==> src/rtl/rv_iopmp_pkg.sv <==
// rtl/rv_iopmp_pkg.sv - shared types and width helpers for the IOPMP entry BRAM bridge
package rv_iopmp_pkg;

  typedef enum logic [2:0] {
    IDLE,
    RD_ISSUE,
    RD_WAIT,
    WR_ISSUE,
    RESP
  } bram_bridge_state_e;

  // Offset bits needed to pick one bus word out of a BRAM row; zero when a row is one word.
  function automatic int bram_off_width(input int bram_dw, input int bus_dw);
    return (bram_dw / bus_dw > 1) ? $clog2(bram_dw / bus_dw) : 0;
  endfunction

  function automatic int bram_row_aw(input int depth);
    return (depth > 1) ? $clog2(depth) : 1;
  endfunction

endpackage

==> src/rtl/rv_iopmp_bram_word_merge.sv <==
// rtl/rv_iopmp_bram_word_merge.sv - selects one bus word of a row and merges strobed bytes into it
module rv_iopmp_bram_word_merge #(
  parameter int BRAM_DWIDTH = 128,
  parameter int BUS_DWIDTH  = 32,
  parameter int OFF_WS      = 2
) (
  input  logic [BRAM_DWIDTH-1:0]  row_i,
  input  logic [OFF_WS-1:0]       off_i,
  input  logic [BUS_DWIDTH-1:0]   word_i,
  input  logic [BUS_DWIDTH/8-1:0] be_i,
  output logic [BRAM_DWIDTH-1:0]  row_o,
  output logic [BUS_DWIDTH-1:0]   word_o
);

  localparam int WPR  = BRAM_DWIDTH / BUS_DWIDTH;
  localparam int BE_W = BUS_DWIDTH / 8;

  always_comb begin
    row_o  = row_i;
    word_o = '0;
    for (int k = 0; k < WPR; k++) begin
      if (off_i == OFF_WS'(k)) begin
        word_o = row_i[k*BUS_DWIDTH +: BUS_DWIDTH];
        for (int b = 0; b < BE_W; b++) begin
          if (be_i[b]) begin
            row_o[k*BUS_DWIDTH + b*8 +: 8] = word_i[b*8 +: 8];
          end
        end
      end
    end
  end

endmodule

==> src/rtl/rv_iopmp_entry_bram_bridge.sv <==
// rtl/rv_iopmp_entry_bram_bridge.sv - bus-word entry port to wide-row single-port BRAM, with byte-strobed RMW
module rv_iopmp_entry_bram_bridge
  import rv_iopmp_pkg::*;
#(
  parameter int BRAM_DWIDTH  = 128,
  parameter int BUS_DWIDTH   = 32,
  parameter int DEPTH        = 8,
  parameter int READ_LATENCY = 1,
  localparam int ROW_AW      = bram_row_aw(DEPTH),
  localparam int OFF_W       = bram_off_width(BRAM_DWIDTH, BUS_DWIDTH),
  localparam int ADDR_W      = ROW_AW + OFF_W
) (
  input  logic                    clk_i,
  input  logic                    rst_i,
  input  logic                    req_valid_i,
  output logic                    req_ready_o,
  input  logic                    req_we_i,
  input  logic [ADDR_W-1:0]       req_addr_i,
  input  logic [BUS_DWIDTH-1:0]   req_wdata_i,
  input  logic [BUS_DWIDTH/8-1:0] req_be_i,
  output logic                    rsp_valid_o,
  output logic [BUS_DWIDTH-1:0]   rsp_rdata_o,
  output logic                    rsp_err_o,
  output logic                    bram_en_o,
  output logic                    bram_we_o,
  output logic [ROW_AW-1:0]       bram_addr_o,
  output logic [BRAM_DWIDTH-1:0]  bram_din_o,
  input  logic [BRAM_DWIDTH-1:0]  bram_dout_i
);

  localparam int WPR    = BRAM_DWIDTH / BUS_DWIDTH;
  localparam int OFF_WS = (OFF_W > 0) ? OFF_W : 1;
  localparam int CNT_W  = $clog2(READ_LATENCY + 1);
  localparam int BE_W   = BUS_DWIDTH / 8;
  localparam bit ONE_WORD_ROW = (WPR == 1);

  bram_bridge_state_e state_q;

  logic                   req_ready_q;
  logic [ROW_AW-1:0]      req_row;
  logic [OFF_WS-1:0]      req_off;
  logic [OFF_WS-1:0]      off_q;
  logic                   wr_q;
  logic [BUS_DWIDTH-1:0]  wdata_q;
  logic [BE_W-1:0]        be_q;
  logic [CNT_W-1:0]       cnt_q;
  logic                   bram_en_q;
  logic                   bram_we_q;
  logic [ROW_AW-1:0]      bram_addr_q;
  logic [BRAM_DWIDTH-1:0] bram_din_q;
  logic                   rsp_valid_q;
  logic                   rsp_err_q;
  logic [BUS_DWIDTH-1:0]  rsp_rdata_q;
  logic [BRAM_DWIDTH-1:0] merged_row;
  logic [BUS_DWIDTH-1:0]  sel_word;

  assign req_row = req_addr_i[ADDR_W-1 -: ROW_AW];

  generate
    if (OFF_W > 0) begin : g_off
      assign req_off = req_addr_i[OFF_WS-1:0];
    end else begin : g_no_off
      assign req_off = '0;
    end
  endgenerate

  // The same merge serves read select (strobes ignored) and write merge (row from BRAM).
  rv_iopmp_bram_word_merge #(
    .BRAM_DWIDTH (BRAM_DWIDTH),
    .BUS_DWIDTH  (BUS_DWIDTH),
    .OFF_WS      (OFF_WS)
  ) u_merge (
    .row_i  (bram_dout_i),
    .off_i  (off_q),
    .word_i (wdata_q),
    .be_i   (be_q),
    .row_o  (merged_row),
    .word_o (sel_word)
  );

  always_ff @(posedge clk_i or posedge rst_i) begin
    if (rst_i) begin
      state_q     <= IDLE;
      req_ready_q <= 1'b0;
      off_q       <= '0;
      wr_q        <= 1'b0;
      wdata_q     <= '0;
      be_q        <= '0;
      cnt_q       <= '0;
      bram_en_q   <= 1'b0;
      bram_we_q   <= 1'b0;
      bram_addr_q <= '0;
      bram_din_q  <= '0;
      rsp_valid_q <= 1'b0;
      rsp_err_q   <= 1'b0;
      rsp_rdata_q <= '0;
    end else begin
      unique case (state_q)
        IDLE: begin
          req_ready_q <= 1'b1;
          if (req_valid_i && req_ready_q) begin
            req_ready_q <= 1'b0;
            off_q       <= req_off;
            wr_q        <= req_we_i;
            wdata_q     <= req_wdata_i;
            be_q        <= req_be_i;
            if (int'(req_row) >= DEPTH) begin
              state_q     <= RESP;
              rsp_valid_q <= 1'b1;
              rsp_err_q   <= 1'b1;
            end else if (req_we_i && (req_be_i == '0)) begin
              state_q     <= RESP;
              rsp_valid_q <= 1'b1;
            end else if (req_we_i && ONE_WORD_ROW && (&req_be_i)) begin
              state_q     <= WR_ISSUE;
              bram_en_q   <= 1'b1;
              bram_we_q   <= 1'b1;
              bram_addr_q <= req_row;
              bram_din_q  <= BRAM_DWIDTH'(req_wdata_i);
            end else begin
              state_q     <= RD_ISSUE;
              bram_en_q   <= 1'b1;
              bram_addr_q <= req_row;
            end
          end
        end
        RD_ISSUE: begin
          bram_en_q <= 1'b0;
          cnt_q     <= CNT_W'(1);
          state_q   <= RD_WAIT;
        end
        RD_WAIT: begin
          // bram_dout_i is valid in the last RD_WAIT cycle
          if (cnt_q == CNT_W'(READ_LATENCY)) begin
            if (wr_q) begin
              bram_din_q <= merged_row;
              bram_en_q  <= 1'b1;
              bram_we_q  <= 1'b1;
              state_q    <= WR_ISSUE;
            end else begin
              rsp_rdata_q <= sel_word;
              rsp_valid_q <= 1'b1;
              state_q     <= RESP;
            end
          end else begin
            cnt_q <= cnt_q + CNT_W'(1);
          end
        end
        WR_ISSUE: begin
          bram_en_q   <= 1'b0;
          bram_we_q   <= 1'b0;
          rsp_valid_q <= 1'b1;
          state_q     <= RESP;
        end
        RESP: begin
          rsp_valid_q <= 1'b0;
          rsp_err_q   <= 1'b0;
          req_ready_q <= 1'b1;
          state_q     <= IDLE;
        end
        default: state_q <= IDLE;
      endcase
    end
  end

  assign req_ready_o = req_ready_q;
  assign rsp_valid_o = rsp_valid_q;
  assign rsp_rdata_o = rsp_rdata_q;
  assign rsp_err_o   = rsp_err_q;
  assign bram_en_o   = bram_en_q;
  assign bram_we_o   = bram_we_q;
  assign bram_addr_o = bram_addr_q;
  assign bram_din_o  = bram_din_q;

endmodule

==> config.mk <==
export PLATFORM = sky130hd
export DESIGN_NAME = rv_iopmp_entry_bram_bridge
export DESIGN_NICKNAME = d
export VERILOG_FILES = /design/src/rtl/rv_iopmp_pkg.sv /design/src/rtl/rv_iopmp_bram_word_merge.sv /design/src/rtl/rv_iopmp_entry_bram_bridge.sv
export SDC_FILE = /design/constraint.sdc
export NUM_CORES = 1
export LEC_CHECK = 0
export CORE_MARGIN = 5
export CORE_UTILIZATION = 40
export CTS_CLUSTER_DIAMETER = 200
export CTS_CLUSTER_SIZE = 25
export DETAILED_ROUTE_END_ITERATION = 10
export GPL_TIMING_DRIVEN = 1
export PLACE_DENSITY = 0.74
export SLEW_MARGIN = 25
export SYNTH_ARGS = -nofsm -noshare
export SYNTH_HDL_FRONTEND = slang
export SYNTH_HIERARCHICAL = 1
export SYNTH_SLANG_ARGS = --single-unit
==> constraint.sdc <==
create_clock -name clk_i -period 8.45 [get_ports clk_i]
set_input_delay 1.2675 -clock clk_i [delete_from_list [all_inputs] [get_ports clk_i]]
set_output_delay 1.2675 -clock clk_i [all_outputs]
set_load 0.02 [all_outputs]
### After elaboration in Yosys (flattened, before gate mapping)

Index checks and enable logic that the tools add are counted.

* bits in registers: 210
* bits in latches: 0
* memory bits (writable): 0
* ROM bits: 0
* bits of input ports: 173
* output and inout bits: 168
* word-level logic and storage cells: 92
* memories kept: 0

* $add $sub $neg: 1
* multipliers: 0
* div/mod/pow operators: 0
* $lt $le $gt $ge: 0
* equal/unequal tests: 13
* shift-type cells: 0
* muxes and demuxes: 44
* bitwise gates (word level): 2
* reduce and logical (&&, ||, !) cells: 19

Operator list (count)
* 2-to-1 mux 32 bit: 8
* 2-to-1 mux 8 bit: 16
* 2-to-1 mux 3 bit: 4
* != test 2 bit (second input constant): 6
* case mux 3 bit (4 select lines): 1
* AND reduction 3 bit: 4
* 2-to-1 mux 1 bit: 10
* AND reduction 5 bit: 2
* equality test 3 x 2 -> 1 bit (second input constant): 2
* case mux 1 bit (2 select lines): 3
* nonzero test 2 bit: 3
* equality test 2 bit (second input constant): 2
* zero test 4 bit: 1
* case mux 1 bit (4 select lines): 1
* AND reduction 2 bit: 2
* nonzero test 4 bit: 1
* equality test 3 x 1 -> 1 bit (second input constant): 1
* equality test 3 bit (second input constant): 1
* zero test 3 bit: 1
* case mux 1 bit (3 select lines): 1
* nonzero test 3 bit: 1
* equality test 2 x 1 -> 1 bit (second input constant): 1
* logical AND 1 bit: 2
* zero test 2 bit: 1
* 3 further kinds: 4

### Depth between registers and ports, before layout

Gate-level depths: netlist (run 1).

* word-level depth: 5
* gate-level depth with buffers: 6
* mapped depth without buffers: 3

### Hierarchy

The synthesis (run 1) kept the hierarchy.

Modules (own cells, without submodules)
* rv_iopmp_entry_bram_bridge: times used 1, cells each 472, area each 7960.1 um^2, sequential area each 5255.0 um^2
* rv_iopmp_bram_word_merge: times used 1, cells each 186, area each 2491.1 um^2, sequential area each 0.0 um^2

### Least setup slack after synthesis (run 1)

No wires, ideal clock.

* path kind: input to register
* from: input req_be_i[0]
* to: register bram_addr_q[0], in the netlist bram_addr_o[0]
* library setup time: 125 ps
* data arrival time: 2465 ps
* data required time: 8325 ps
* slack: 5860 ps
* stages: 3
* buffers on the path: 0
* cells stage by stage: or4b_4 o211ai_1 mux2_2

* word-level cells in the longest chain between the ends: 4

RTL lines
* start, declared: line rv_iopmp_entry_bram_bridge.sv:20 `input logic [BUS_DWIDTH/8-1:0] req_be_i,`
* zero test 4 bit: line rv_iopmp_entry_bram_bridge.sv:111 `end else if (req_we_i && (req_be_i == '0)) begin`
* logical AND 1 bit: line rv_iopmp_entry_bram_bridge.sv:111
* NOT 1 bit (no source line)
* AND reduction 3 bit (no source line)
* end signal, assigned: line rv_iopmp_entry_bram_bridge.sv:118 `bram_addr_q <= req_row;`
* end signal, assigned: line rv_iopmp_entry_bram_bridge.sv:123 `bram_addr_q <= req_row;`
* end, declared: line rv_iopmp_entry_bram_bridge.sv:49 `logic [ROW_AW-1:0] bram_addr_q;`

Every way passes these cells.
A chain may end at the register's enable or synchronous reset.

### Worst setup path after layout (run 1)

* from: register state_q[1]
* to: register bram_din_q[99], in the netlist bram_din_o[99]

* word-level cells in the longest chain between the ends: 2

RTL lines
* start, declared: line rv_iopmp_entry_bram_bridge.sv:37 `bram_bridge_state_e state_q;`
* start signal, assigned: line rv_iopmp_entry_bram_bridge.sv:83 `state_q <= IDLE;`
* start signal, assigned: line rv_iopmp_entry_bram_bridge.sv:108 `state_q <= RESP;`
* start signal, assigned: line rv_iopmp_entry_bram_bridge.sv:112 `state_q <= RESP;`
* equality test 3 x 2 -> 1 bit: line rv_iopmp_entry_bram_bridge.sv:98 `unique case (state_q)`
* AND reduction 3 bit (no source line)
* end signal, assigned: line rv_iopmp_entry_bram_bridge.sv:119 `bram_din_q <= BRAM_DWIDTH'(req_wdata_i);`
* end signal, assigned: line rv_iopmp_entry_bram_bridge.sv:136 `bram_din_q <= merged_row;`
* end, declared: line rv_iopmp_entry_bram_bridge.sv:50 `logic [BRAM_DWIDTH-1:0] bram_din_q;`

Every way passes these cells.

==> results by group, run 1 <==
Place
  • Placed cell areas: 14000 um2
  • # port buffers: 339
  • Pre-CTS setup slack: 5.11 ns
  • Routability congestion estimate: roughly 0.8
  • Detail Placement HPWL: between 20000 and 25000 um

Timing
  • Worst Skew: about 0.036 ns
  • Setup TNS: 0 ns
  • Max frequency: ~0.33 GHz
  • Max Slew Vio Count: 0
  • Final setup viols: 0
  • Final Cycle Share: about 36%
  • Worst slew margin: between 30% and 40%
  • Minimum clock period: a little over 3 ns
  • Count of final hold-check violations: 0
  • Final worst slack: between 5 and 6 ns
  • RSZ-0062 raised after global routing: false
  • Slew @ Worst Pin: between 0.9 and 1 ns

Floorplan
  • Die area: ~29000 um2
  • Core area: 25900 um2
  • Die width: between 150 and 200 um
  • Top Ports: about 340
  • Cell Rows: 59
  • Die Ht: 172 um
  • Initial Util: roughly two fifths

Global route
  • Global-route wire length before repair: between 40000 and 50000 um
  • Initial antenna violation count: 1
  • Largest net degree at the start of global routing: about 80
  • Vias in the first global route: ~7400
  • Total grt overflow: 0
  • Gr usage total: between 10% and 20%

Power and ir drop
  • Maximum VDD drop: around 220 uV
  • Cell Pwr Density: 385 nW/um2
  • Leak pwr: around 5.8 nW

Synth
  • Post-synth ARST share: between 90% and 100%
  • Post-Syn Instances: 658
  • Top FF cell, synth: dfrtp_1
  • Number of flops mapped to enable cells by yosys: 0
  • Mapped Nets: approximately 830
  • Yosys warns: 6
  • Cell variety after synth: 37
  • Synth Cell Area: approximately 10000 um2
  • Mean Syn Cell Area: roughly 16 um2
  • Sequential element share of the synthesized area: 50.3%
  • Seq cells post-synth: 210

CTS
  • CTS root buf: clkbuf_16
  • H-tree levels: 1
  • Clk slew on worst S/H paths: 0.10 ns
  • # resized after CTS: 0
  • Clock sinks: 210
  • CTS tree: yes
  • TritonCTS Buffers: 12
  • Post-CTS Setup Bufs: 0
  • Hold_buf cts: 0
  • Worst-skew pair later-pin latency: approximately 0.48 ns
  • Bufs on Longest Clock Path: 3

Critical path
  • Worst Reg-to-Reg Cells: 4
  • Required time of the worst setup path: 8.81 ns
  • Crit path launch type: register
  • Arrival time of the worst setup path: roughly 3.4 ns
  • CP endpoint kind: register
  • Maximum fanout along the worst path: 67
  • CP max stage delay: approximately 0.80 ns
  • R2R setup slack: between 5 and 6 ns
  • Setup Crit Path Kind: register to register
  • Critical Path, Cell by Cell: and4b_1 > and2_4 > buf_4 > mux2_2
  • Slowest-stage cell, CP: buf_4
  • R2R Path Start: state_q[1]
  • FF-to-FF End: bram_din_o[99]

Worst hold path
  • Worst hold path class: register to register
  • Hold endpoint: bram_din_o[83]
  • Hold_sp: bram_din_o[83]
  • Min-Delay Path Depth: 1

Routing
  • DRC: 0
  • Pre-Repair DR Iteration Count: 5
  • Vias after detailed routing: just under 7000
  • Routed Wire Length: between 20000 and 30000 um
  • Vias per std cell: between 5 and 6
  • DR iter-0 viols: 260
  • Routed length per placed instance: approximately 22 um
  • Antenna viol nets, final: 0

Layout
  • Share of cells above drive strength 1: about two fifths
  • Final nets: around 1200
  • Syn-to-layout area delta: 37.9%
  • Post-Layout Inst Area: 14400 um2

Status
  • Status: finished, final reports clean

Job
  • Max Cap Violations: 0
-- cell families after synthesis --
family	Yosys count	share of synthesized area [%]
AOI/OAI and AO/OA	14	0.910
xor gates and xnor gates	1	0.0838
buffers and inverters	38	2.81
DFF	210	50.3
muxes	362	42.5
other	1	0.0359
and+or+nand+nor	32	3.42
-- critical path: cells and delay by family (launching register included) --
kind          cells  cell delay, ns
flops             1            0.53
buf+inv           1            0.80
simple gates      2            1.02
mux               1            0.42
-- synth_stat cells (2+ instances only) --
library cell,number,share of area [%]
mux4_2,32,6.9
nand3b_4,4,0.77
nand3_2,2,0.19
inv_1,4,0.14
nand3b_2,4,0.43
and3b_1,2,0.17
mux2_2,326,35
buf_4,5,0.36
nor2_1,2,0.072
nor3b_4,4,0.72
mux2_1,4,0.43
nand3_4,2,0.34
nand2_1,5,0.18
a21oi_1,3,0.14
o21ai_0,3,0.14
buf_6,14,1.5
buf_2,13,0.62
dfrtp_1,210,50
-- cells in the final DEF, fill, tap and decap left out, drive strengths merged --
cell | Yosys | routed
clkdlybuf4s50 | 0 | 339
mux2 | 330 | 330
dfrtp | 210 | 210
mux4 | 32 | 32
clkbuf | 1 | 14
nand3b | 8 | 8
inv | 4 | 5
nand2 | 5 | 5
nor3b | 4 | 4
buf | 33 | 4
nand3 | 4 | 4
o21ai | 3 | 3
a21oi | 3 | 3
nor2 | 2 | 2
and3b | 2 | 2
or4b | 2 | 2
diode | 0 | 1
and4b | 1 | 1
and2 | 1 | 1
o21a | 1 | 1
nor2b | 1 | 1
o211ai | 1 | 1
or3 | 1 | 1
o211a | 1 | 1
a211oi | 1 | 1
nor4 | 1 | 1
a2111oi | 1 | 1
o32a | 1 | 1
o22ai | 1 | 1
xnor2 | 1 | 1
o21bai | 1 | 1
conb | 1 | 1
-- metrics by stage --
stage               instances  hold slack [ns]  total power [mW]  utilization (%)
finish                   1318            0.514              5.55             55.6
global route             1318            0.526              5.86             55.6
CTS                      1316            0.518              5.61             55.5
detailed placement       1301            0.494              4.97             54.2
global placement         1301            0.490              4.92             54.1
floorplan                 658            0.488              3.70                -
-- flip-flops by register name, summed over array words and instances, names as in the netlist --
| register | cells |
|---|---|
| off_q | 2 |
| state_q | 3 |
| wr_q | 1 |
| bram_we_o | 1 |
| wdata_q | 32 |
| bram_din_o | 128 |
| rsp_valid_o | 1 |
| req_ready_o | 1 |
| rsp_rdata_o | 32 |
| bram_addr_o | 3 |
| cnt_q | 1 |
| be_q | 4 |
| bram_en_o | 1 |
-- worst max-delay path by stage --
stage / from / to / depth (start not counted)
after global routing: state_q[1] / bram_din_o[101] / 4
final: state_q[1] / bram_din_o[99] / 4
after floorplan: rst_i / be_q[0] / 1
after global placement: rst_i / off_q[0] / 3
after CTS: state_q[1] / bram_din_o[68] / 4
after detailed placement: rst_i / off_q[0] / 3
-- where the power goes --
part           switching, mW  internal, mW
combinational           1.28          1.66
sequential             0.469          1.52
clock                  0.343         0.284
total                   2.09          3.46
-- metal layers --
layer,track usage [%],part of all wire [%],vias up
met1,25.7,42,3581
li1,-,-,3111
met4,4.17,1.9,0
met2,33.0,50,203
met3,3.61,5.6,27
met5,0,0,-
-- cell type report --
cell class              count  area, um2
fillers                  2159      11500
flip-flops and latches    210       5260
multi-input cells         410       4920
repair buffers            343       3440
well taps                 335        419
clock buffers              14        329
inverters                   4       22.5
clock inverters             1       16.3
diodes                      1       2.50
Note: power is estimated with default switching activity, not from simulation.
==> run 2, diff against run 1 <==
- clock period: 8.45 -> 2.9 ns (I/O delays scaled with it)
==> run 2 against run 1 <==
  * Global-route usage is 0.19 points higher
  * Non-clock buffer count is 10 higher
  * Final cell count is 0.83% higher
  * Critical path type unchanged
  * Critical endpoint is now rsp_rdata_o[27]
  * Largest power group unchanged
  * Highest routed layer unchanged
==> results by group, run 2 (synthesis gave the netlist of run 1 again) <==
Timing
  • Setup TNS: 0 ns (unchanged)
  • Slew @ Worst Pin: 0.783 ns (-0.169 ns)
  • Worst Skew: 0.0307 ns (-0.00536 ns)
  • Max Slew Vio Count: 0 (unchanged)
  • Final setup viols: 0 (unchanged)
  • RSZ-0062 raised after global routing: false
  • Final worst slack: 0.624 ns (-4.77 ns)
  • Final Cycle Share: 78.5% (+42 points)
  • Max frequency: 0.439 GHz (+34%)
  • Hold slack: 0.375 ns (-0.139 ns)
  • Minimum clock period: 2.28 ns (-0.782 ns)
  • Worst slew margin: 47.8% (+11 points)
  • Count of final hold-check violations: 0 (unchanged)

CTS
  • Bufs on Longest Clock Path: 3 (unchanged)
  • CTS tree: yes
  • TritonCTS Buffers: 12 (unchanged)
  • Clk slew on worst S/H paths: 0.10 ns (about the same)
  • Post-CTS Setup Bufs: 0 (unchanged)
  • Clock sinks: 210 (unchanged)
  • H-tree levels: 1 (unchanged)
  • Hold_buf cts: 0 (unchanged)
  • Worst-skew pair later-pin latency: 0.48 ns (about the same)
  • # resized after CTS: 0 (unchanged)
  • CTS root buf: clkbuf_16

Layout
  • Final nets: 1164 (+0.87%)
  • Most frequent cells in the layout: clkdlybuf4s50_1, mux2_2, dfrtp_1, mux4_2, clkbuf_16
  • Most common cell after layout, fill and taps aside: clkdlybuf4s50_1
  • Share of cells above drive strength 1: 41.2% (+0.56 points)
  • Final Non-Filler Cells: 1329 (+0.83%)
  • Syn-to-layout area delta: 39.2%
  • Max FFs per register: 128 (unchanged)

Critical path
  • Arrival time of the worst setup path: 2.64 ns (-0.78 ns)
  • R2R Path Start: off_q[1]
  • R2R setup slack: 0.62 ns (-4.77 ns)
  • Required time of the worst setup path: 3.26 ns (-5.55 ns)
  • Worst Reg-to-Reg Cells: 3 (-1)
  • CP endpoint kind: register
  • Crit. Startpoint: off_q[1]
  • Setup Crit Path Kind: register to register
  • FF-to-FF End: rsp_rdata_o[27]
  • Crit path launch type: register
  • Maximum fanout along the worst path: 41 (-39%)

Place
  • # port buffers: 339 (unchanged)
  • Pre-CTS setup slack: 0.516 ns (-4.59 ns)
  • Routability congestion estimate: 0.825 (+5.0%)
  • Inst Count DP: 1312 (+0.85%)
  • Detail Placement HPWL: 21200 um (+2.7%)

Routing
  • Routed Wire Length: 29700 um (+0.54%)
  • Vias per std cell: 5.21 (-0.81%)
  • DR iter-0 viols: 241 (-7.3%)
  • Routed length per placed instance: 22.3 um (-0.29%)
  • Antenna viol nets, final: 0 (unchanged)
  • Pre-Repair DR Iteration Count: 4 (-1)
  • Vias after detailed routing: 6923 (+0.014%)
  • DRC: 0 (unchanged)

Floorplan
  • Die area: 29500 um2 (unchanged)
  • Die width: 172 um (unchanged)
  • Die Ht: 172 um (unchanged)
  • Cell Rows: 59 (unchanged)
  • Initial Util: 40.3% (unchanged)
  • Core area: 25900 um2 (unchanged)
  • Top Ports: 341 (unchanged)

Global route
  • Vias in the first global route: 7587 (+2.4%)
  • Total grt overflow: 0 (unchanged)
  • Largest net degree at the start of global routing: 59 (-28%)
  • Initial antenna violation count: 1 (unchanged)
  • Global-route wire length before repair: 45000 um (+1.3%)
  • Gr usage total: 19.5% (+0.19 points)

Status
  • Status: finished, final reports clean

Worst hold path
  • Worst hold path class: primary input to asynchronous set/reset pin

Power and ir drop
  • Cell Pwr Density: 1120 nW/um2 (+190%)
  • Leak pwr: 5.81 nW (+1.0%)
  • Maximum VDD drop: 579 uV (+170%)

Job
  • Max Cap Violations: 0 (unchanged)
run 2: worst max path at each step:
stage                      end  slack [ns]  cells after the start
3_5_place_dp    bram_addr_o[1]        0.52                      4
5_1_grt        rsp_rdata_o[26]        0.55                      3
4_1_cts        rsp_rdata_o[27]        0.61                      3
3_3_place_gp    bram_addr_o[1]        0.54                      4
2_1_floorplan          be_q[0]       -0.26                      1
6_report       rsp_rdata_o[27]        0.62                      3
run 2: final cells by class:
cell class	instances	area, um2
fill	2102	11400
sequential	210	5260
multi-input combinational	410	4910
timing repair buffer	353	3590
tap	335	419
clock buffer	15	333
inverter	4	18.8
clock inverter	1	16.3
antenna	1	2.50
run 2: per-stage QoR:
step / util (%) / area [um2] / total power, mW
after floorplan: - / 10500 / 10.8
after global placement: 54.8 / 14200 / 14.4
after detailed placement: 54.8 / 14200 / 14.6
after CTS: 56.1 / 14500 / 16.5
after global routing: 56.1 / 14500 / 17.2
final: 56.1 / 14500 / 16.3
run 2: power breakdown:
part / switching (mW) / total [mW] / internal [mW]
registers: 1.32 / 5.75 / 4.43
clock network: 0.986 / 1.82 / 0.831
logic: 3.79 / 8.69 / 4.90
total: 6.10 / 16.3 / 10.2
run 2: layer usage:
metal / part of all wire (%) / global-route usage [%]
met5: 0 / 0
met4: 2.5 / 5.34
met3: 6.1 / 4.23
met2: 49 / 32.7
met1: 42 / 25.7
run 2: critical path, cell delays in order, from the launching register on:
cell	delay, ns
dfrtp_4	0.96
buf_4	0.36
mux4_2	0.53
mux2_2	0.27
